<file path="src/rtl/serial_shift_engine.sv">
// Serial shift engine: shifts a DATA_W-bit word out MSB-first on a divided sclk
// while capturing an equal-length word from sdi, with a programmable sdo delay.
module serial_shift_engine #(
   parameter int DATA_W = 32,
   parameter int DIV_W  = 16
) (
   input  logic              clk,
   input  logic              rst,
   input  logic              Start,
   output logic              Busy,
   input  logic [DATA_W-1:0] DataOut,
   output logic [DATA_W-1:0] DataIn,
   input  logic [DIV_W-1:0]  ClockDiv,
   input  logic [DIV_W-1:0]  NegDel,
   output logic              sclk,
   output logic              cs_n,
   output logic              sdo,
   input  logic              sdi
);

   localparam int BC_W = $clog2(DATA_W) + 1;
   localparam logic [BC_W-1:0] BITS = BC_W'(DATA_W);

   localparam logic [1:0] S_IDLE  = 2'd0;
   localparam logic [1:0] S_SETUP = 2'd1;
   localparam logic [1:0] S_HIGH  = 2'd2;
   localparam logic [1:0] S_LOW   = 2'd3;

   logic [1:0]        state_q, state_d;
   logic [DIV_W-1:0]  half_q, half_d;
   logic [BC_W-1:0]   bit_q, bit_d;
   logic [DIV_W-1:0]  h_q, h_d;
   logic [DIV_W-1:0]  del_q, del_d;
   logic [DATA_W-1:0] tx_q, tx_d;
   logic [DATA_W-1:0] rx_q, rx_d;
   logic [DATA_W-1:0] din_q, din_d;
   logic              busy_q, busy_d;
   logic              sclk_q, sclk_d;
   logic              cs_n_q, cs_n_d;
   logic              sdo_q, sdo_d;

   logic [DIV_W-1:0]  h_new;
   logic [DIV_W-1:0]  d_new;
   logic              phase_end;

   // ClockDiv=0 behaves as a one-cycle half period; the delay is clamped so sdo
   // always settles at least one cycle before the next rising sclk edge.
   assign h_new     = (ClockDiv == '0) ? DIV_W'(1) : ClockDiv;
   assign d_new     = (NegDel < h_new) ? NegDel : h_new - DIV_W'(1);
   assign phase_end = (half_q == h_q - DIV_W'(1));

   always_comb begin
      // NOTE: every next-state signal gets a hold default first, so no path leaves it unassigned and no latch is inferred.
      state_d = state_q;
      half_d  = half_q;
      bit_d   = bit_q;
      h_d     = h_q;
      del_d   = del_q;
      tx_d    = tx_q;
      rx_d    = rx_q;
      din_d   = din_q;
      busy_d  = busy_q;
      sclk_d  = sclk_q;
      cs_n_d  = cs_n_q;
      sdo_d   = sdo_q;

      case (state_q)
         S_IDLE: begin
            if (Start) begin
               state_d = S_SETUP;
               busy_d  = 1'b1;
               cs_n_d  = 1'b0;
               sclk_d  = 1'b0;
               sdo_d   = DataOut[DATA_W-1];
               tx_d    = DataOut;
               h_d     = h_new;
               del_d   = d_new;
               half_d  = '0;
               bit_d   = '0;
               rx_d    = '0;
            end
         end
         S_SETUP: begin
            if (phase_end) begin
               state_d = S_HIGH;
               sclk_d  = 1'b1;
               half_d  = '0;
               rx_d    = {rx_q[DATA_W-2:0], sdi};
            end else begin
               half_d  = half_q + DIV_W'(1);
            end
         end
         S_HIGH: begin
            if (phase_end) begin
               state_d = S_LOW;
               sclk_d  = 1'b0;
               half_d  = '0;
               bit_d   = bit_q + BC_W'(1);
               if (del_q == '0 && (bit_q + BC_W'(1)) < BITS) begin
                  sdo_d = tx_q[DATA_W-2];
                  tx_d  = tx_q << 1;
               end
            end else begin
               half_d  = half_q + DIV_W'(1);
            end
         end
         default: begin
            if (del_q != '0 && half_q == del_q - DIV_W'(1) && bit_q < BITS) begin
               sdo_d = tx_q[DATA_W-2];
               tx_d  = tx_q << 1;
            end
            if (phase_end) begin
               half_d = '0;
               if (bit_q == BITS) begin
                  state_d = S_IDLE;
                  busy_d  = 1'b0;
                  cs_n_d  = 1'b1;
                  sdo_d   = 1'b0;
                  din_d   = rx_q;
                  bit_d   = '0;
               end else begin
                  state_d = S_HIGH;
                  sclk_d  = 1'b1;
                  rx_d    = {rx_q[DATA_W-2:0], sdi};
               end
            end else begin
               half_d = half_q + DIV_W'(1);
            end
         end
      endcase
   end

   always_ff @(posedge clk) begin
      // NOTE: sequential state uses non-blocking assignments so all registers update together from pre-edge values.
      if (rst) begin
         state_q <= S_IDLE;
         half_q  <= '0;
         bit_q   <= '0;
         h_q     <= '0;
         del_q   <= '0;
         tx_q    <= '0;
         rx_q    <= '0;
         din_q   <= '0;
         busy_q  <= 1'b0;
         sclk_q  <= 1'b0;
         cs_n_q  <= 1'b1;
         sdo_q   <= 1'b0;
      end else begin
         state_q <= state_d;
         half_q  <= half_d;
         bit_q   <= bit_d;
         h_q     <= h_d;
         del_q   <= del_d;
         tx_q    <= tx_d;
         rx_q    <= rx_d;
         din_q   <= din_d;
         busy_q  <= busy_d;
         sclk_q  <= sclk_d;
         cs_n_q  <= cs_n_d;
         sdo_q   <= sdo_d;
      end
   end

   assign Busy   = busy_q;
   assign DataIn = din_q;
   assign sclk   = sclk_q;
   assign cs_n   = cs_n_q;
   assign sdo    = sdo_q;

endmodule

</file>
<file path="config.mk">
export PLATFORM = sky130hd
export DESIGN_NAME = serial_shift_engine
export DESIGN_NICKNAME = d
export VERILOG_FILES = /design/src/rtl/serial_shift_engine.sv
export SDC_FILE = /design/constraint.sdc
export NUM_CORES = 1
export LEC_CHECK = 0
export ABC_AREA = 1
export CAP_MARGIN = 10
export CORE_MARGIN = 4
export CORE_UTILIZATION = 60
export DETAILED_ROUTE_END_ITERATION = 8
export DONT_BUFFER_PORTS = 1
export PLACE_DENSITY = 0.76
export SLEW_MARGIN = 25
export SYNTH_ARGS = -nofsm -noshare
export SYNTH_HDL_FRONTEND = slang
export SYNTH_SLANG_ARGS = --single-unit
</file>
<file path="constraint.sdc">
create_clock -name clk -period 5.1 [get_ports clk]
set_input_delay 0.765 -clock clk [delete_from_list [all_inputs] [get_ports clk]]
set_output_delay 0.765 -clock clk [all_outputs]
set_load 0.1 [all_outputs]
</file>
==> results_tabular.tex <==
\begin{tabular}{lr}
\hline
Metric & Value \\
\hline
\multicolumn{2}{l}{\textbf{Status}} \\
Result of the run & complete, no violations \\
\multicolumn{2}{l}{\textbf{Placement}} \\
Number of port buffers & 0 \\
DP Area & 0.00914 mm\^{}2 \\
Global placer's final weighted congestion & 0.928 \\
Placed wire-length estimate & 14600 um \\
\multicolumn{2}{l}{\textbf{GRT}} \\
First-pass GRT wire length & 35200 um \\
Number of global-route vias before repair & 7337 \\
All-Layer GR Usage & 23.9\% \\
Overflow after GRT & 0 \\
Maximum number of pins on one net before global-route repair & 72 \\
Initial antenna violation count & 0 \\
\multicolumn{2}{l}{\textbf{Layout}} \\
Area occupied by registers & 0.00310 mm\^{}2 \\
Layout Cell Area excl Fill & 0.00970 mm\^{}2 \\
Share of post-route cells with drive strength above 1 & 12.1\% \\
Multi-input gate area & 0.00523 mm\^{}2 \\
Fillers & 1408 \\
Inserted Diodes & 0 \\
Layout overhead on the synthesized area & 4.92\% \\
Final net count & 1432 \\
\multicolumn{2}{l}{\textbf{Worst hold path}} \\
Type of the worst min-delay path & input pin to flip-flop \\
\multicolumn{2}{l}{\textbf{Floorplan}} \\
Initial Utilization & 61.1\% \\
Core Region & 0.0151 mm\^{}2 \\
Die extent in y & 132 um \\
Die W & 132 um \\
Num ports & 104 \\
Area of the die & 0.0175 mm\^{}2 \\
\# rows & 45 \\
\multicolumn{2}{l}{\textbf{Critical path}} \\
Nature of the critical path startpoint & flip-flop \\
Worst setup EP type & flip-flop \\
Arrival time of the worst setup path & 3.81 ns \\
Worst-path cell chain & inv\_1 -> ha\_2 -> buf\_4 -> inv\_1 -> buf\_4 -> nor2\_1 -> inv\_1 -> nand4\_4 -> nand2\_1 -> nand2\_1 -> nor2\_1 \\
Worst path most repeated cell & sky130\_fd\_sc\_hd\_\_inv\_1 \\
Worst endpoint required time & 5.41 ns \\
Maximum fanout encountered on the critical timing path & 66 \\
Max stage delay on crit path & 0.65 ns \\
Cell at the slowest stage of the critical path & sky130\_fd\_sc\_hd\_\_nand4\_4 \\
Type of the worst setup path & flip-flop to flip-flop \\
\multicolumn{2}{l}{\textbf{Synthesis}} \\
Cell Area, Synth & 0.00925 mm\^{}2 \\
Cells taking the most area after synthesis & sky130\_fd\_sc\_hd\_\_dfxtp\_1 (34\%), sky130\_fd\_sc\_hd\_\_nand2\_1 (13\%), sky130\_fd\_sc\_hd\_\_nor2\_1 (8.9\%), sky130\_fd\_sc\_hd\_\_inv\_1 (5.6\%), sky130\_fd\_sc\_hd\_\_o21ai\_0 (5.0\%) \\
Post-Synthesis Net Count & 1470 \\
Post-Synth Simple-Gate Area & 34.5\% \\
Complex-gate fraction of the synthesized area & 12.2\% \\
Fraction of registers with async set or reset after synthesis & 0\% \\
Largest family of logic cells by synthesized area & simple AND/OR/NAND/NOR gates \\
Synth warnings & 0 \\
Post-synthesis cell type count & 39 \\
Portion of the post-synthesis area used by sequential elements & 33.5\% \\
Synth Instances & 1376 \\
Post-synthesis xor/xnor area fraction & 6.34\% \\
Flip-flop and latch count after synthesis & 155 \\
Number of enable flip-flop cells after synthesis & 0 \\
Most common cell in the netlist & sky130\_fd\_sc\_hd\_\_nand2\_1 \\
Fraction of the mapped netlist area in adder cells & 3.52\% \\
Cell type contributing the most total cell area after synthesis & sky130\_fd\_sc\_hd\_\_dfxtp\_1 \\
Average cell area after synthesis & 6.72 um\^{}2 \\
Commonest register cell after synthesis & sky130\_fd\_sc\_hd\_\_dfxtp\_1 \\
Area share of the largest cell type after synthesis & 33.5\% \\
Most frequent cells after synthesis & sky130\_fd\_sc\_hd\_\_nand2\_1 (327), sky130\_fd\_sc\_hd\_\_nor2\_1 (220), sky130\_fd\_sc\_hd\_\_dfxtp\_1 (155) \\
Proportion of synthesized area in mux cells & 0\% \\
\multicolumn{2}{l}{\textbf{Timing}} \\
Final slew viol count & 0 \\
Sum of negative setup slack & 0 ns \\
Minimum clock period & 3.50 ns \\
Clock Skews & 0.00777 ns \\
Total of endpoints with negative setup slack in the final report & 0 \\
Max Clock Freq & 286 MHz \\
Final cycle utilization of the critical path & 68.6\% \\
Number of hold violations in the final report & 0 \\
Slew of the pin with the lowest slew margin & 1.01 ns \\
Headroom to the max-slew limit & 32.4\% \\
Unrepaired setup endpoints after global routing & false \\
\multicolumn{2}{l}{\textbf{Power and ir drop}} \\
Worst IR drop on VDD & 0.263 mV \\
Leakage & 4.43 nW \\
Total Power Consumption & 0.00507 W \\
P per Cell Area & 522 mW/mm\^{}2 \\
\multicolumn{2}{l}{\textbf{Clock tree}} \\
H-tree lvl count & 4 \\
Cts hold-fix bufs & 0 \\
Number of sinks on the clock net & 155 \\
CTS buffer count & 17 \\
Resized Gates After CTS & 0 \\
Buffer count from post-CTS setup fixing & 0 \\
Worst-case clock buffer depth & 2 \\
CTS clock-pin slew for the worst setup and hold paths & 0.07 ns \\
Clk\_lat worst skew & 0.42 ns \\
TritonCTS clock tree & built \\
Cell chosen for the clock root & sky130\_fd\_sc\_hd\_\_clkbuf\_16 \\
\multicolumn{2}{l}{\textbf{Flow run}} \\
Number of max-cap violations & 0 \\
\multicolumn{2}{l}{\textbf{Routing}} \\
Drt pass-1 iters & 6 \\
Detailed router's first-iteration violation count & 594 \\
Vias post-DR & 8119 \\
Mean routed wirelength per cell & 13.4 um \\
Number of remaining DRC errors & 0 \\
Via density per instance & 5.28 \\
Aggregate routed wire length & 20500 um \\
Number of nets still failing antenna checks after routing & 0 \\
\hline
\end{tabular}
layout make-up:
class,count,share of cell area [%]
clock inverter,14,1.42
timing repair buffer,5,0.387
sequential,155,32.0
multi-input combinational,1017,53.9
clock buffer,17,4.38
tap,188,2.42
inverter,142,5.49
placed cells by master, fill, tap and decap left out, types with 6 or more instances in the layout:
cell	n
sky130_fd_sc_hd__nand2_1	327
sky130_fd_sc_hd__nor2_1	220
sky130_fd_sc_hd__dfxtp_1	155
sky130_fd_sc_hd__inv_1	136
sky130_fd_sc_hd__o21ai_0	93
sky130_fd_sc_hd__nand3_1	67
sky130_fd_sc_hd__a21oi_1	55
sky130_fd_sc_hd__xor2_1	49
sky130_fd_sc_hd__nor2_2	41
sky130_fd_sc_hd__o21ai_2	33
sky130_fd_sc_hd__nand2_2	30
sky130_fd_sc_hd__ha_1	25
sky130_fd_sc_hd__xnor2_1	18
sky130_fd_sc_hd__clkbuf_16	17
sky130_fd_sc_hd__nand4_1	11
sky130_fd_sc_hd__o22ai_1	9
sky130_fd_sc_hd__nor2_4	6
sky130_fd_sc_hd__nor3_1	6
worst paths after layout:
kind	endpoint	slack, ns	cells after the start	startpoint
setup / recovery	tx_q[21]$_SDFFE_PP0P_	1.60	11	state_q[1]$_SDFFE_PP0P_
hold / removal	rx_q[31]$_SDFFE_PP0P_	0.41	1	rst
setup reg to reg	tx_q[21]$_SDFFE_PP0P_	1.60	11	state_q[1]$_SDFFE_PP0P_
hold reg to reg	del_q[1]$_SDFFE_PP0P_	0.50	2	del_q[1]$_SDFFE_PP0P_
where the power goes:
part | leakage [nW] | total (W) | switching [W] | internal (W)
sequential | 1.27 | 0.00171 | 0.000261 | 0.00145
clock | 0.270 | 0.00121 | 0.000530 | 0.000680
combinational | 2.89 | 0.00215 | 0.00140 | 0.000750
critical path: cells and delay by family, from the launching register on:
kind                     cells  cell delay (ns)
AND/OR/NAND/NOR              5             1.46
flip-flops                   1             0.36
adder cells (fa/ha/maj)      1             0.17
buffers and inverters        5             1.36
layer usage:
layer	up-vias	track usage [%]	part of all wire [%]
li1	4239	-	-
met1	3635	33.4	46
met2	215	36.9	45
met3	30	5.84	7.0
met4	0	6.77	1.9
met5	-	0	0
registers in the layout, indices dropped and copies added (netlist names):
register	flops
sclk	1
tx_q	31
rx_q	32
sdo	1
Busy	1
cs_n	1
bit_q	6
DataIn	32
half_q	16
del_q	16
h_q	16
state_q	2
cells by family after synthesis:
family | after synthesis
simple gates | 729
flops | 155
fa+ha+maj | 26
buf+inv | 204
xor+xnor | 67
compound gates | 195
metrics by stage:
step	worst slack (ns)	cells	util, %	hold WS [ns]
2_1_floorplan	2.51	1376	-	0.468
3_3_place_gp	1.70	1507	60.4	0.488
3_5_place_dp	1.64	1507	60.4	0.492
4_1_cts	1.62	1538	64.1	0.395
5_1_grt	1.17	1538	64.1	0.378
6_report	1.60	1538	64.1	0.410
(Power assumes the default switching activity.)
